`src/rtl/uart_rx_ovs.sv`:
```
// Oversampling UART receiver: 2-flop synchroniser, mid-bit sampling FSM and a show-ahead frame FIFO.
// Optional parity checking is compiled in with `define UART_RX_PARITY_EN.
module uart_rx_ovs #(
  parameter int DATA_W    = 8,
  parameter int OVS       = 16,
  parameter int STOP_BITS = 1,
  parameter int DEPTH     = 4
) (
  input  logic                       clk,
  input  logic                       rst_n,
  input  logic                       baud_tick,
  input  logic                       rxd,
  input  logic                       parity_odd,
  output logic [DATA_W-1:0]          out_data,
  output logic                       out_perr,
  output logic                       out_ferr,
  output logic                       out_valid,
  input  logic                       out_ready,
  output logic                       overrun,
  output logic [$clog2(DEPTH):0]     level
);

  localparam int TW = $clog2(OVS);
  localparam int IW = $clog2(DATA_W);
  localparam int AW = $clog2(DEPTH);
  localparam int LW = AW + 1;
  localparam int FW = DATA_W + 2;

  typedef enum logic [2:0] {IDLE, START, DATA, PARITY, STOP} state_t;

  function automatic logic par_err(input logic [DATA_W-1:0] d, input logic b, input logic odd);
    return (^d ^ b) != odd;
  endfunction

  state_t            state, state_n;
  logic [1:0]        sync;
  logic              rxs;
  logic [TW-1:0]     tcnt, tcnt_n;
  logic [IW-1:0]     idx, idx_n;
  logic              sidx, sidx_n;
  logic              ferr_r, ferr_n;
  logic              perr_r, perr_n;
  logic              armed;
  logic              shift_en, push;
  logic              half_pt, full_pt;
  logic [DATA_W-1:0] shreg;

  logic [FW-1:0]     mem [DEPTH];
  logic [AW-1:0]     wr_ptr, rd_ptr;
  logic [FW-1:0]     head;
  logic              full, pop, wr_en;

  always_ff @(posedge clk or negedge rst_n) begin
    if (!rst_n) sync <= 2'b11;
    else        sync <= {sync[0], rxd};
  end
  assign rxs = sync[1];

  assign half_pt = baud_tick && (tcnt == TW'(OVS/2 - 1));
  assign full_pt = baud_tick && (tcnt == TW'(OVS - 1));

  always_ff @(posedge clk or negedge rst_n) begin
    if (!rst_n) begin
      state  <= IDLE;
      tcnt   <= '0;
      idx    <= '0;
      sidx   <= 1'b0;
      ferr_r <= 1'b0;
      perr_r <= 1'b0;
    end else begin
      state  <= state_n;
      tcnt   <= tcnt_n;
      idx    <= idx_n;
      sidx   <= sidx_n;
      ferr_r <= ferr_n;
      perr_r <= perr_n;
    end
  end

  always_comb begin
    state_n  = state;
    tcnt_n   = tcnt;
    idx_n    = idx;
    sidx_n   = sidx;
    ferr_n   = ferr_r;
    perr_n   = perr_r;
    shift_en = 1'b0;
    push     = 1'b0;
    if (baud_tick) tcnt_n = tcnt + 1'b1;
    case (state)
      IDLE: begin
        tcnt_n = '0;
        // armed blocks a held-low (break) line from retriggering frames
        if (baud_tick && !rxs && armed) state_n = START;
      end
      START: if (half_pt) begin
        tcnt_n  = '0;
        idx_n   = '0;
        state_n = rxs ? IDLE : DATA;
      end
      DATA: if (full_pt) begin
        tcnt_n   = '0;
        shift_en = 1'b1;
        if (idx == IW'(DATA_W - 1)) begin
          sidx_n = 1'b0;
          ferr_n = 1'b0;
          perr_n = 1'b0;
`ifdef UART_RX_PARITY_EN
          state_n = PARITY;
`else
          state_n = STOP;
`endif
        end else begin
          idx_n = idx + 1'b1;
        end
      end
`ifdef UART_RX_PARITY_EN
      PARITY: if (full_pt) begin
        tcnt_n  = '0;
        perr_n  = par_err(shreg, rxs, parity_odd);
        state_n = STOP;
      end
`endif
      STOP: if (full_pt) begin
        tcnt_n = '0;
        if (!rxs) ferr_n = 1'b1;
        if (sidx == 1'(STOP_BITS - 1)) begin
          push    = 1'b1;
          state_n = IDLE;
        end else begin
          sidx_n = sidx + 1'b1;
        end
      end
      default: state_n = IDLE;
    endcase
  end

`ifndef UART_RX_PARITY_EN
  logic unused_parity;
  assign unused_parity = parity_odd ^ perr_r ^ par_err(shreg, 1'b0, 1'b0);
`endif

  always_ff @(posedge clk or negedge rst_n) begin
    if (!rst_n)                armed <= 1'b1;
    else if (push && ferr_n)   armed <= 1'b0;
    else if (rxs)              armed <= 1'b1;
  end

  always_ff @(posedge clk) begin
    if (shift_en) shreg[idx] <= rxs;
  end

  // ---- frame FIFO ----
  assign out_valid = (level != '0);
  assign full      = (level == LW'(DEPTH));
  assign pop       = out_valid && out_ready;
  assign wr_en     = push && (!full || pop);

  always_ff @(posedge clk) begin
`ifdef UART_RX_PARITY_EN
    if (wr_en) mem[wr_ptr] <= {ferr_n, perr_n, shreg};
`else
    if (wr_en) mem[wr_ptr] <= {ferr_n, 1'b0, shreg};
`endif
  end

  always_ff @(posedge clk or negedge rst_n) begin
    if (!rst_n) begin
      wr_ptr  <= '0;
      rd_ptr  <= '0;
      level   <= '0;
      overrun <= 1'b0;
    end else begin
      overrun <= push && full && !pop;
      if (wr_en) wr_ptr <= wr_ptr + 1'b1;
      if (pop)   rd_ptr <= rd_ptr + 1'b1;
      if (wr_en && !pop)      level <= level + 1'b1;
      else if (pop && !wr_en) level <= level - 1'b1;
    end
  end

  // Head is gated so stale, unreset storage never shows while empty.
  assign head     = mem[rd_ptr];
  assign out_data = out_valid ? head[DATA_W-1:0] : '0;
  assign out_perr = out_valid ? head[DATA_W]     : 1'b0;
  assign out_ferr = out_valid ? head[DATA_W+1]   : 1'b0;

endmodule

```
`config.mk`:
```
export PLATFORM = sky130hd
export DESIGN_NAME = uart_rx_ovs
export DESIGN_NICKNAME = d
export VERILOG_FILES = /design/src/rtl/uart_rx_ovs.sv
export SDC_FILE = /design/constraint.sdc
export NUM_CORES = 1
export LEC_CHECK = 0
export BUFFER_PORTS_ARGS = -buffer_cell sky130_fd_sc_hd__buf_4
export CORE_ASPECT_RATIO = 0.75
export CORE_MARGIN = 5
export CORE_UTILIZATION = 30
export DETAILED_ROUTE_END_ITERATION = 8
export GPL_ROUTABILITY_DRIVEN = 0
export PLACE_DENSITY_LB_ADDON = 0.1
export SYNTH_ARGS = -nofsm -noshare
export SYNTH_HDL_FRONTEND = slang
export SYNTH_SLANG_ARGS = --single-unit
```
`constraint.sdc`:
```
create_clock -name clk -period 4.6 [get_ports clk]
set_clock_uncertainty 0.1 [all_clocks]
set_input_delay 0.69 -clock clk [delete_from_list [all_inputs] [get_ports clk]]
set_output_delay 0.69 -clock clk [all_outputs]
set_load 0.05 [all_outputs]
```
==> run summary, run 1 <==
Syn Area/Cell: 16.1 um^2
mapped cell area: 2880 um^2
CP Data Required Time: 3810 ps
Seq cells post-synth: 66
most frequent cells in the layout: edfxtp_1 (44), dfrtp_1 (19), buf_4 (18), and2_1 (10)
critical path's slowest cell: dfrtp_1
top cells by area, synth: edfxtp_1 (46%), dfrtp_1 (17%), mux4_2 (7.0%)
layout cells sized above 1: 30.6%
Leakage Power: 1.27 nW
Fin. Hold Viols: 0
final setup vio count: 0
largest net degree at the start of global routing: 23
Ports: 21
htree depth: 3
commonest non-fill, non-tap cell in the layout: edfxtp_1
Max Clock Freq: 354 MHz
Residual DRC: 0
relative slew slack: 55.9%
Synth Flop Type: edfxtp_1
Worst R2R End: level[2]$_DFFE_PN0P_
worst hold path type: primary input to async pin
fin nets: 216
Final Slew Violations: 0
Core ar.: 9500 um^2
element type at the critical path start: flip-flop
final worst slack: 1770 ps
Reg2Reg Depth: 9
routed len/inst: 15.2 um
Ys Warns: 0
Starting Density: 30.3%
Die Area: 11700 um^2
Worst-path clk slew: 60 ps
RSZ-0062 raised after global routing: false
critical-path cell list: mux4_2 -> and2_1 -> buf_4
vias in the first global route: 1659
slowest stage delay, CP: 760 ps
CP arrival: 2040 ps
Period minus WS final: 2830 ps
family with the most delay on the worst path: flip-flops
Die Span X: 123 um
outcome: finished clean
syn_nets: 194
flop-to-flop setup slack: 1860 ps
top cell type's share of synthesized area: 45.9%
via count: 1513
FF-to-FF Start: tcnt[0]$_DFF_PN0_
Seq/Total Area, Yosys: 65.2%
CTS Buffer Depth: 2
num rows: 31
post-synth cell types: 52
Post-Place Worst Slack: 1640 ps
first-pass GRT wire length: 8.56 mm
area grow syn2layout: 20.4%
DR pass1 iterations: 4
max cap viols: 0
port bufs: 18
final wirelength: 5.12 mm
via-per-instance ratio: 4.48
Post-synth EDFFs: 44
Overall Global Routing Usage: 9.94%
# Post-CTS Setup Buffers: 0
Critical Path Sink Type: output port
Die H: 94.8 um
power per cell area: 459 nW/um^2
crit path launch: rd_ptr[0]$_DFFE_PN0N_
Num CTS Buffers: 9
CTS tree: built
setup TNS: 0 ps
Slew @ Worst Pin: 661 ps
root buffer cell: clkbuf_16
crit path kind: flip-flop to output port
worst skew pair latency: 320 ps
crit-path max FO: 11
CTS Hold Bufs: 0
final period utilization: 61.4%
area leader, netlist: edfxtp_1
cell count after synthesis: 179
dpl hpwl: 3.60 mm
antenna cells: 0
Final ANT Viol Nets: 0
Iter 0 DRT Violations: 37
clock sink count: 66
post_cts resized: 0
worst vdd rail ir drop: 0.177 mV
asr flop ratio synth: 33.3%
grt ovf: 0
initial antenna violation count: 0
WP buf/inv: 1
[cell type report]
cell class | count | area, um^2
fill | 894 | 6040
sequential | 66 | 1880
multi-input combinational | 102 | 947
clock buffer | 9 | 225
tap | 132 | 165
timing repair buffer | 18 | 135
clock inverter | 7 | 101
inverter | 4 | 15.0
[Yosys cell counts, drive strengths merged, types with 4 or more instances]
library cell,instances
ha,8
dfrtp,19
and2,14
inv,4
nor2,8
xnor2,5
xor2,4
nand2,5
edfxtp,44
mux4,9
nor3,6
buf,4
[kinds of logic after synthesis]
| kind of cell | share of synthesized area, % |
|---|---|
| adder cells (fa/ha/maj) | 4.18 |
| multiplexers | 8.70 |
| XOR/XNOR | 2.74 |
| buffers and inverters | 1.87 |
| AND/OR/NAND/NOR | 14.3 |
| other | 0.130 |
| flip-flops | 65.2 |
| AO/OA/AOI/OAI | 2.91 |
[how the worst max path moves through the flow]
stage / end / depth (start not counted)
2_1_floorplan: out_data[0] / 3
3_3_place_gp: level[2]$_DFFE_PN0P_ / 9
3_5_place_dp: level[2]$_DFFE_PN0P_ / 9
4_1_cts: out_data[1] / 3
5_1_grt: out_data[1] / 3
6_report: out_data[1] / 3
[layer usage]
metal	global-route usage (%)	part of all wire [%]	vias up
met4	3.32	0.62	0
met3	3.47	4.8	4
met2	16.8	51	27
met5	0	0	-
li1	-	-	719
met1	11.9	43	763
[report_power, final]
part	leakage, nW	total [mW]	switching [mW]	internal (mW)
registers	0.682	0.720	0.0548	0.666
clock network	0.152	0.727	0.250	0.477
logic	0.438	0.141	0.0720	0.0693
[state kept, by name, indices dropped and copies added, names as in the netlist]
signal,cells
wr_ptr,2
ferr_r,1
rd_ptr,2
state,3
armed,1
sync,2
idx,3
level,3
mem,36
overrun,1
tcnt,4
shreg,8
[stage by stage]
| stage | cells | utilization, % | hold slack, ps | total power, mW | cell area [um^2] |
|---|---|---|---|---|---|
| after floorplan | 179 | - | 245 | 0.832 | 2880 |
| after global placement | 322 | 33.0 | 246 | 0.863 | 3140 |
| after detailed placement | 322 | 33.0 | 251 | 0.875 | 3140 |
| after CTS | 338 | 36.5 | 159 | 1.61 | 3460 |
| after global routing | 338 | 36.5 | 170 | 1.66 | 3460 |
| final | 338 | 36.5 | 158 | 1.59 | 3460 |
(Power assumes the default switching activity.)
==> inputs of run 2 (changes only) <==
Settings changed: ABC_AREA set to 1.
Clock period 4.6 ns to 2.7 ns, I/O delays scaled along.
==> run summary, run 2 <==
largest family of logic cells by synthesized area: simple AND/OR/NAND/NOR gates
Residual DRC: 0
antenna cells: 0
mapped cell area: 2930 um^2
Clk pwr share: 29.9%
final wirelength: 5.60 mm
initial antenna violation count: 0
grt ovf: 0
most common cell in the netlist: nor2_1
Syn Area/Cell: 11.0 um^2
CP dominant cell by count: ha_1
critical-path cell list: ha_1 -> nand4_4 -> nor2_4 -> nand2_2 -> clkinv_2 -> ha_1 -> inv_1 -> fa_1 -> a21oi_1 -> o21ai_0 -> xor2_1
commonest non-fill, non-tap cell in the layout: nor2_1
Iter 0 DRT Violations: 121
worst skew pair latency: 320 ps
area grow syn2layout: 21.7%
Die H: 95.6 um
cell count after synthesis: 266
Ports: 21
mux share of post-synthesis cell area: 0.341%
CP arrival: 2490 ps
Seq cells post-synth: 66
met1 wire length: 2.80 mm
Starting Density: 30.5%
Post-Place Worst Slack: 292 ps
Commonest cells post-synth: nor2_1 (54), edfxtp_1 (44), nand2_1 (27)
routed len/inst: 12.9 um
htree depth: 3
Critical Path Sink Type: flip-flop
largest net degree at the start of global routing: 23
Period minus WS final: 2380 ps
metal3 WL: 291 um
Post-synth EDFFs: 44
vias in the first global route: 1843
syn_nets: 281
num rows: 31
Synth Flop Type: edfxtp_1
asr flop ratio synth: 33.3%
Synth Area in XOR/XNOR: 2.09%
NetSw: 1.62 mW
slowest stage delay, CP: 380 ps
first-pass GRT wire length: 9.49 mm
final worst slack: 316 ps
clock sink count: 66
Overall Global Routing Usage: 10.9%
worst vdd rail ir drop: 0.347 mV
met2 routed WL: 2.40 mm
post-synth cell types: 32
Top Registers: mem x36, shreg x8, tcnt x4
element type at the critical path start: flip-flop
Num CTS Buffers: 9
Top reg by flops: mem
RSZ-0062 raised after global routing: false
Die Span X: 124 um
crit path kind: flip-flop to flip-flop
Ys Warns: 0
CP Data Required Time: 2800 ps
fin nets: 312
setup TNS: 0 ps
top cells by area, synth: edfxtp_1 (45%), dfrtp_1 (16%), nor2_1 (6.9%)
DR pass1 iterations: 4
Pint: 2.45 mW
CTS Buffer Depth: 2
port bufs: 18
Largest register FFs: 36
power per cell area: 1140 nW/um^2
Seq/Total Area, Yosys: 64.0%
CTS tree: built
top cell type's share of synthesized area: 45.1%
final setup vio count: 0
Fill cells: 976
most frequent cells in the layout: nor2_1 (54), edfxtp_1 (44), nand2_1 (27), buf_4 (25), o21ai_0 (20)
area fraction in and, or, nand and nor cells after synthesis: 18.9%
crit-path max FO: 6
post_cts resized: 0
Sequential Power Share: 32.0%
area leader, netlist: edfxtp_1
top sig layer: met4
critical path's slowest cell: dfrtp_1
# Post-CTS Setup Buffers: 0
root buffer cell: clkbuf_16
via count: 1875
Sw Share: 39.7%
layout cells sized above 1: 19.9%
Worst-path clk slew: 60 ps
final period utilization: 88.3%
outcome: finished clean
max cap viols: 0
dpl hpwl: 3.79 mm
via-per-instance ratio: 4.32
Final ANT Viol Nets: 0
adder-cell share of the synthesized area: 4.10%
WHS: 88.2 ps
Final Slew Violations: 0
Core ar.: 9620 um^2
combinational share of power: 38.0%
Synth Area in Compound Gates: 5.80%
Leakage Power: 1.41 nW
Fin. Hold Viols: 0
Die Area: 11900 um^2
Max Clock Freq: 419 MHz
worst hold path type: primary input to flip-flop
[run 2: cell count changes after synthesis, sizes merged, moves of 5 or more]
cell / change
nand2: +27
o21ai: +20
mux4: -9
nor3: +5
and2: -14
nand3: +6
a21oi: +11
inv: +19
nor2: +51
[run 2: what timing repair did]
| item | in CTS | in global routing |
|---|---|---|
| hold buffers | 1 | 0 |
| hold endpoints to repair | 19 | 0 |
| setup endpoints to repair | 0 | 0 |
[run 2: stage by stage]
stage               utilization [%]  power (mW)  cell area (um^2)  instances
global route                   37.1        4.34              3570        434
CTS                            37.1        4.14              3570        434
detailed placement             33.8        2.89              3250        417
floorplan                         -        2.46              2930        266
global placement               33.8        2.89              3250        417
finish                         37.1        4.07              3570        434
[run 2: worst paths after layout]
kind | startpoint | endpoint | slack [ps] | depth (start not counted)
hold reg to reg | sync[0]$_DFF_PN1_ | sync[1]$_DFF_PN1_ | 260 | 0
setup reg to reg | tcnt[0]$_DFF_PN0_ | level[2]$_DFFE_PN0P_ | 320 | 11
max in group asynchronous | rst_n | sync[0]$_DFF_PN1_ | 1800 | 2
hold / removal | rxd | sync[0]$_DFF_PN1_ | 90 | 1
min in group asynchronous | rst_n | state[2]$_DFFE_PN0P_ | 410 | 2
setup / recovery | tcnt[0]$_DFF_PN0_ | level[2]$_DFFE_PN0P_ | 320 | 11
[run 2: area by class of cell]
cell class / count / area, um^2 / share of cell area, %
well taps: 132 / 165 / 4.63
multi-input cells: 169 / 918 / 25.7
clock buffers: 11 / 233 / 6.52
flip-flops and latches: 66 / 1880 / 52.6
clock inverters: 5 / 77.6 / 2.17
inverters: 25 / 100 / 2.81
repair buffers: 26 / 198 / 5.54
[run 2: worst max-delay path: cells and delay by family, from the launching register on]
kind | cells | cell delay (ps)
buffers and inverters | 2 | 140
AND/OR/NAND/NOR | 3 | 440
AO/OA/AOI/OAI | 2 | 260
XOR/XNOR | 1 | 160
adder cells (fa/ha/maj) | 3 | 780
flip-flops | 1 | 380
[run 2: power groups by stage]
stage | Combinational, mW | Clock [mW] | Sequential (mW)
2_1_floorplan | 1.10 | 0 | 1.37
3_3_place_gp | 1.57 | 0 | 1.33
3_5_place_dp | 1.57 | 0 | 1.33
4_1_cts | 1.57 | 1.26 | 1.31
5_1_grt | 1.71 | 1.30 | 1.33
6_report | 1.55 | 1.22 | 1.30
[run 2: cell families (layout without fill, tap and decap cells)]
| logic type | Yosys count | in the layout |
|---|---|---|
| mux | 1 | 1 |
| xor+xnor | 7 | 7 |
| flops | 66 | 66 |
| fa+ha+maj | 9 | 9 |
| buf+inv | 31 | 67 |
| other cells | 1 | 1 |
| compound gates | 34 | 34 |
| simple gates | 117 | 117 |
[run 2: layer usage]
layer	vias to the layer above	global-route usage [%]
li1	959	-
met1	874	14.8
met2	32	15.6
met3	10	4.39
met4	0	4.28
met5	-	0
